File: config.mk
export PLATFORM = sky130hd
export DESIGN_NAME = shift_arbiter
export DESIGN_NICKNAME = d
export VERILOG_FILES = /design/src/rtl/shift_arbiter.sv
export SDC_FILE = /design/constraint.sdc
export NUM_CORES = 1
export LEC_CHECK = 0
export ABC_AREA = 1
export CORE_MARGIN = 5
export CORE_UTILIZATION = 48
export CTS_CLUSTER_SIZE = 14
export DETAILED_ROUTE_END_ITERATION = 8
export GPL_TIMING_DRIVEN = 0
export PLACE_DENSITY = 0.85
export SYNTH_ARGS = -nofsm -noshare
export SYNTH_HDL_FRONTEND = slang
export SYNTH_SLANG_ARGS = --single-unit
File: constraint.sdc
create_clock -name clk -period 2 [get_ports clk]
set_clock_uncertainty 0.05 [all_clocks]
set_input_delay 0.2 -clock clk [delete_from_list [all_inputs] [get_ports clk]]
set_output_delay 0.2 -clock clk [all_outputs]
set_load 0.03 [all_outputs]
File: src/rtl/shift_arbiter.sv
// Two-port arbiter sharing one 32-bit SLL/SRL/SRA shifter, with a registered, tagged result stage.
// Define SHIFT_ARB_RR_EN for round-robin arbitration; otherwise port 0 has fixed priority.

module shift32 (
  input  logic [1:0]  op_i,
  input  logic [31:0] a_i,
  input  logic [4:0]  b_i,
  output logic [31:0] y_o
);
  // op[1] selects SRA, so 2'b11 is also an arithmetic shift
  always_comb begin
    y_o = a_i << b_i;
    if (op_i[1])      y_o = $unsigned($signed(a_i) >>> b_i);
    else if (op_i[0]) y_o = a_i >> b_i;
  end
endmodule

module shift_arbiter (
  input  logic        clk,
  input  logic        reset,
  input  logic        req0_valid,
  input  logic [1:0]  req0_op,
  input  logic [31:0] req0_a,
  input  logic [4:0]  req0_b,
  output logic        req0_ready,
  input  logic        req1_valid,
  input  logic [1:0]  req1_op,
  input  logic [31:0] req1_a,
  input  logic [4:0]  req1_b,
  output logic        req1_ready,
  output logic        resp_valid,
  output logic        resp_port,
  output logic [31:0] resp_data,
  input  logic        resp_ready
);
  logic [1:0]        vld, gnt, rdy;
  logic [1:0][1:0]   op;
  logic [1:0][31:0]  a;
  logic [1:0][4:0]   b;

  logic        resp_valid_q, resp_valid_d;
  logic        resp_port_q, resp_port_d;
  logic [31:0] resp_data_q, resp_data_d;
  logic        last_grant_q, last_grant_d;
  logic        slot_free, xfer, sel;
  logic [31:0] sh_y;

  assign vld = {req1_valid, req0_valid};
  assign op  = {req1_op, req0_op};
  assign a   = {req1_a, req0_a};
  assign b   = {req1_b, req0_b};

  assign slot_free = !resp_valid_q || resp_ready;

  always_comb begin
    gnt = 2'b00;
`ifdef SHIFT_ARB_RR_EN
    if (&vld) gnt[~last_grant_q] = 1'b1;
    else      gnt = vld;
`else
    gnt[0] = vld[0];
    gnt[1] = vld[1] && !vld[0];
`endif
  end

  // Readys are forced low in the reset cycle so no transfer can slip through
  assign rdy        = (slot_free && !reset) ? gnt : 2'b00;
  assign req0_ready = rdy[0];
  assign req1_ready = rdy[1];

  assign xfer = |(vld & rdy);
  assign sel  = rdy[1];

  shift32 u_shift (
    .op_i (op[sel]),
    .a_i  (a[sel]),
    .b_i  (b[sel]),
    .y_o  (sh_y)
  );

  always_comb begin
    resp_valid_d = resp_valid_q;
    resp_port_d  = resp_port_q;
    resp_data_d  = resp_data_q;
    last_grant_d = last_grant_q;
    if (xfer) begin
      resp_valid_d = 1'b1;
      resp_port_d  = sel;
      resp_data_d  = sh_y;
      last_grant_d = sel;
    end else if (slot_free) begin
      resp_valid_d = 1'b0;
    end
  end

  always_ff @(posedge clk) begin
    if (reset) begin
      resp_valid_q <= 1'b0;
      resp_port_q  <= 1'b0;
      resp_data_q  <= 32'h0;
      last_grant_q <= 1'b1;
    end else begin
      resp_valid_q <= resp_valid_d;
      resp_port_q  <= resp_port_d;
      resp_data_q  <= resp_data_d;
      last_grant_q <= last_grant_d;
    end
  end

  assign resp_valid = resp_valid_q;
  assign resp_port  = resp_port_q;
  assign resp_data  = resp_data_q;
endmodule

==> results_dict.tcl, run 1 <==
set metrics [dict create \
    h-tree-depth 2 \
    yosysTopAreaCellShare 0.302 \
    synth-async-reset-ratio 0 \
    dpl_cell_area_um2 6780 \
    die_w_um 116 \
    yosysMostFrequentCell "nand2_1" \
    gp_congestion 1.16 \
    synth_area_um2 5390 \
    ys_types 32 \
    grt_overflow 3 \
    ys_warn_count 0 \
    synth_fp_nets 1153 \
    synth_top_area_cell "nand2_1" \
    die_h_um 116 \
    root_buffer "clkbuf_16" \
    ys_seq_area_frac 0.126 \
    error "[ERROR GRT-0232] Routing congestion too high. Check the congestion heatmap in the GUI." \
    syn_area_per_cell_um2 5.04 \
    endpoint_type "sequential cell input" \
    status "aborted with a tool error" \
    cts_sinks 34 \
    grt.total_usage 0.645 \
    io_pins 119 \
    fp-row-count 38 \
    initial_core_util 0.493 \
    holdBufCountCts 0 \
    io_buffer_count 118 \
    grt_max_degree 13 \
    netlist_instances 1070 \
    ys_seq_elements 34 \
    synth.area.top_cells "nand2_1, nand3_1, dfxtp_1, a21oi_1, nand4_1" \
    numCtsBuffers 5 \
    failing_step "5_1_grt" \
    synth_common_cells "nand2_1, nand3_1, a21oi_1, o21ai_0, buf_2" \
    cts_buffer_depth 2 \
    worstEndpointGrtRepair "resp_data[4]$_SDFFE_PP0P_/D" \
    dpl.hpwl_um 22500 \
    synth-edff-count 0 \
    synthFlopType "dfxtp_1" \
]
[what timing repair did]
action,CTS
pin swaps,40
setup endpoints to repair,35
buffers inserted,30
cloned,11
gates resized for setup,381
[kinds of logic after synthesis]
group | after synthesis | synth area share
AOI/OAI and AO/OA | 124 | 0.126
and+or+nand+nor | 798 | 0.650
buffers and inverters | 114 | 0.0980
DFF | 34 | 0.126
[layer usage]
| metal | GRT usage | GRT overflow |
|---|---|---|
| met5 | 0.122 | 0 |
| met1 | 0.666 | 0 |
| met2 | 0.817 | 1 |
| met4 | 0.558 | 2 |
| met3 | 0.507 | 0 |
[stage by stage]
step	instances	utilization	setup slack, ns	hold WS, ns
after CTS	1376	0.796	-0.298	0.418
after floorplan	1070	-	0.0163	0.385
after detailed placement	1328	0.620	-1.06	0.410
after global placement	1328	0.620	-1.03	0.406
==> run 2, diff against run 1 <==
--- a/config.mk
+++ b/config.mk
@@ -7,11 +7,10 @@
 export LEC_CHECK = 0
 export ABC_AREA = 1
 export CORE_MARGIN = 5
-export CORE_UTILIZATION = 48
-export CTS_CLUSTER_SIZE = 14
+export CORE_UTILIZATION = 40
 export DETAILED_ROUTE_END_ITERATION = 8
 export GPL_TIMING_DRIVEN = 0
-export PLACE_DENSITY = 0.85
+export PLACE_DENSITY_LB_ADDON = 0.15
 export SYNTH_ARGS = -nofsm -noshare
 export SYNTH_HDL_FRONTEND = slang
 export SYNTH_SLANG_ARGS = --single-unit
==> constraint.sdc (replaced) <==
create_clock -name clk -period 2.6 [get_ports clk]
set_clock_uncertainty 0.05 [all_clocks]
set_input_delay 0.26 -clock clk [delete_from_list [all_inputs] [get_ports clk]]
set_output_delay 0.26 -clock clk [all_outputs]
set_load 0.03 [all_outputs]
==> results_dict.tcl, run 2 <==
set metrics [dict create \
    status "finished clean" \
    die_w_um 126 \
    antenna_found_initial 0 \
    dieArea_um2 15900 \
    p_leak_nw 3.63 \
    fin_cells 1380 \
    maxCapViolations 0 \
    vias_per_cell 6.17 \
    drt_wl_total_um 29700 \
    synth-async-reset-ratio 0 \
    cts_sinks 34 \
    maxSlewHeadroom 0.630 \
    final_cell_mix "nand2_1, nand3_1, clkdlybuf4s50_1" \
    drc 0 \
    h-tree-depth 2 \
    timing.final.crit_share 0.979 \
    final_common_cell "nand2_1" \
    finalSetupViolations 0 \
    drive_above_1_share 0.169 \
    fillCellCount 1389 \
    wl_per_cell_um 21.5 \
    n_antenna_cell 0 \
    grt_overflow 0 \
    r2r-end "resp_data[31]$_SDFFE_PP0P_" \
    gp_congestion 1.09 \
    grt.total_usage 0.353 \
    final_util 0.576 \
    largest_register_ffs 32 \
    finalHoldViolCount 0 \
    max_freq_ghz 0.393 \
    area_growth_pct 41.4 \
    tightest_slew_ns 0.554 \
    cp.required_ns 2.71 \
    cts_buffer_depth 2 \
    clkTransAtPathRegs_ns 0.06 \
    synth_top_area_cell "nand2_1" \
    holdBufCountCts 0 \
    r2r_start "resp_valid$_SDFFE_PP0P_" \
    dpl.hpwl_um 23500 \
    synth-edff-count 0 \
    hold_path_class "primary input to register" \
    yosysTopAreaCellShare 0.302 \
    syn_area_per_cell_um2 5.04 \
    worstSkewPairLatency_ns 0.28 \
    drv_slew 0 \
    synth_common_cells "nand2_1, nand3_1, a21oi_1, o21ai_0, buf_2" \
    root_buffer "clkbuf_16" \
    io_pins 119 \
    ff2ff_path_depth 12 \
    detail-route-antenna-nets 0 \
    initialDrtViolationCount 1258 \
    synth_fp_nets 1153 \
    fp-row-count 42 \
    synth_area_um2 5390 \
    fin_tns_setup_ns 0 \
    finish.net_count 1286 \
    worstSetupStartpoint "resp_ready" \
    ys_warn_count 0 \
    finalPower_mw 3.28 \
    grt_pass1_wl_um 43800 \
    rsz0062_at_grt "yes" \
    reg2reg_slack_ns 0.12 \
    numCtsBuffers 5 \
    arrival_ns 2.66 \
    p_per_area_nw_per_um2 431 \
    start_kind "primary input" \
    worstSetupPathType "primary input to register" \
    num_vias 8516 \
    io_buffer_count 118 \
    cp-end-kind "register" \
    die_h_um 126 \
    place_inst 1364 \
    ys_seq_area_frac 0.126 \
    first_global_vias 7704 \
    first_pass_iters 9 \
    netlist_instances 1070 \
    synth.area.top_cells "nand2_1, nand3_1, dfxtp_1, a21oi_1, nand4_1" \
    crit_path_end "resp_data[31]$_SDFFE_PP0P_" \
    cts_tree "done" \
    ys_seq_elements 34 \
    grt_max_degree 12 \
    fin_crit_ns 2.54 \
    core_area_um2 13200 \
    crit_fanout 10 \
    ys_types 32 \
    initial_core_util 0.407 \
    fin_hold_ws_ns 0.407 \
    yosysMostFrequentCell "nand2_1" \
    synthFlopType "dfxtp_1" \
    ir_worst_vdd_mv 0.268 \
]
run 2: cell counts after synthesis:
Identical to the previous run, type by type.
run 2: critical path, cell delays in order:
cell             delay [ns]
clkdlybuf4s50_1        0.39
inv_1                  0.09
nand2_4                0.10
nand3_4                0.11
inv_2                  0.07
or2_2                  0.30
o21ai_4                0.14
clkbuf_4               0.29
clkbuf_4               0.27
nand3_1                0.17
nand3_1                0.17
nand3_1                0.13
nand2_1                0.10
a21oi_1                0.06
run 2: timing repair:
| action | in CTS | in global routing |
|---|---|---|
| gates resized for setup | 33 | 184 |
| pin swaps | 1 | 10 |
| setup buffers | 3 | 5 |
| endpoints found under the setup margin | 33 | 32 |
run 2: final cells by class:
| type | instances | area [um2] | area share |
|---|---|---|---|
| Buffer | 71 | 544 | 0.0714 |
| Clock buffer | 6 | 139 | 0.0182 |
| Clock inverter | 2 | 12.5 | 0.00164 |
| Inverter | 43 | 174 | 0.0228 |
| Multi-Input combinational cell | 922 | 4600 | 0.603 |
| Sequential cell | 34 | 681 | 0.0893 |
| Tap cell | 176 | 220 | 0.0289 |
| Timing Repair Buffer | 126 | 1260 | 0.165 |
run 2: worst min-delay path by stage:
stage	from	to	cells after the start
2_1_floorplan	req0_valid	resp_port$_SDFFE_PP0P_	3
3_3_place_gp	resp_data[0]$_SDFFE_PP0P_	resp_data[0]$_SDFFE_PP0P_	2
3_5_place_dp	resp_data[19]$_SDFFE_PP0P_	resp_data[19]$_SDFFE_PP0P_	2
4_1_cts	resp_data[19]$_SDFFE_PP0P_	resp_data[19]$_SDFFE_PP0P_	2
5_1_grt	resp_data[28]$_SDFFE_PP0P_	resp_data[28]$_SDFFE_PP0P_	2
6_report	req0_valid	resp_port$_SDFFE_PP0P_	4
run 2: logic make-up (layout without fill, tap and decap cells):
group	after synthesis	count (layout)	synth area share
AND/OR/NAND/NOR	798	798	0.650
AO/OA/AOI/OAI	124	124	0.126
buffers and inverters	114	248	0.0980
flip-flops	34	34	0.126
run 2: power breakdown:
part / switching, mW / total, mW / leakage (nW) / internal [mW]
Clock: 0.240 / 0.619 / 0.0729 / 0.379
Sequential: 0.0241 / 0.595 / 0.280 / 0.571
Combinational: 1.37 / 2.07 / 3.27 / 0.703
run 2: per-layer routing:
layer  part of all wire  global-route usage  up-vias
li1                   -                   -     3897
met1               0.41               0.488     3870
met3               0.12              0.0745      138
met5                  0                   0        -
met2               0.41               0.519      611
met4              0.064               0.170        0
run 2: metrics by stage:
step	setup slack [ns]	area (um2)
floorplan	0.373	5390
global placement	-0.555	6790
detailed placement	-0.544	6790
CTS	-0.0124	7060
global route	-0.0513	7620
finish	0.0559	7620
(Power assumes the default switching activity.)
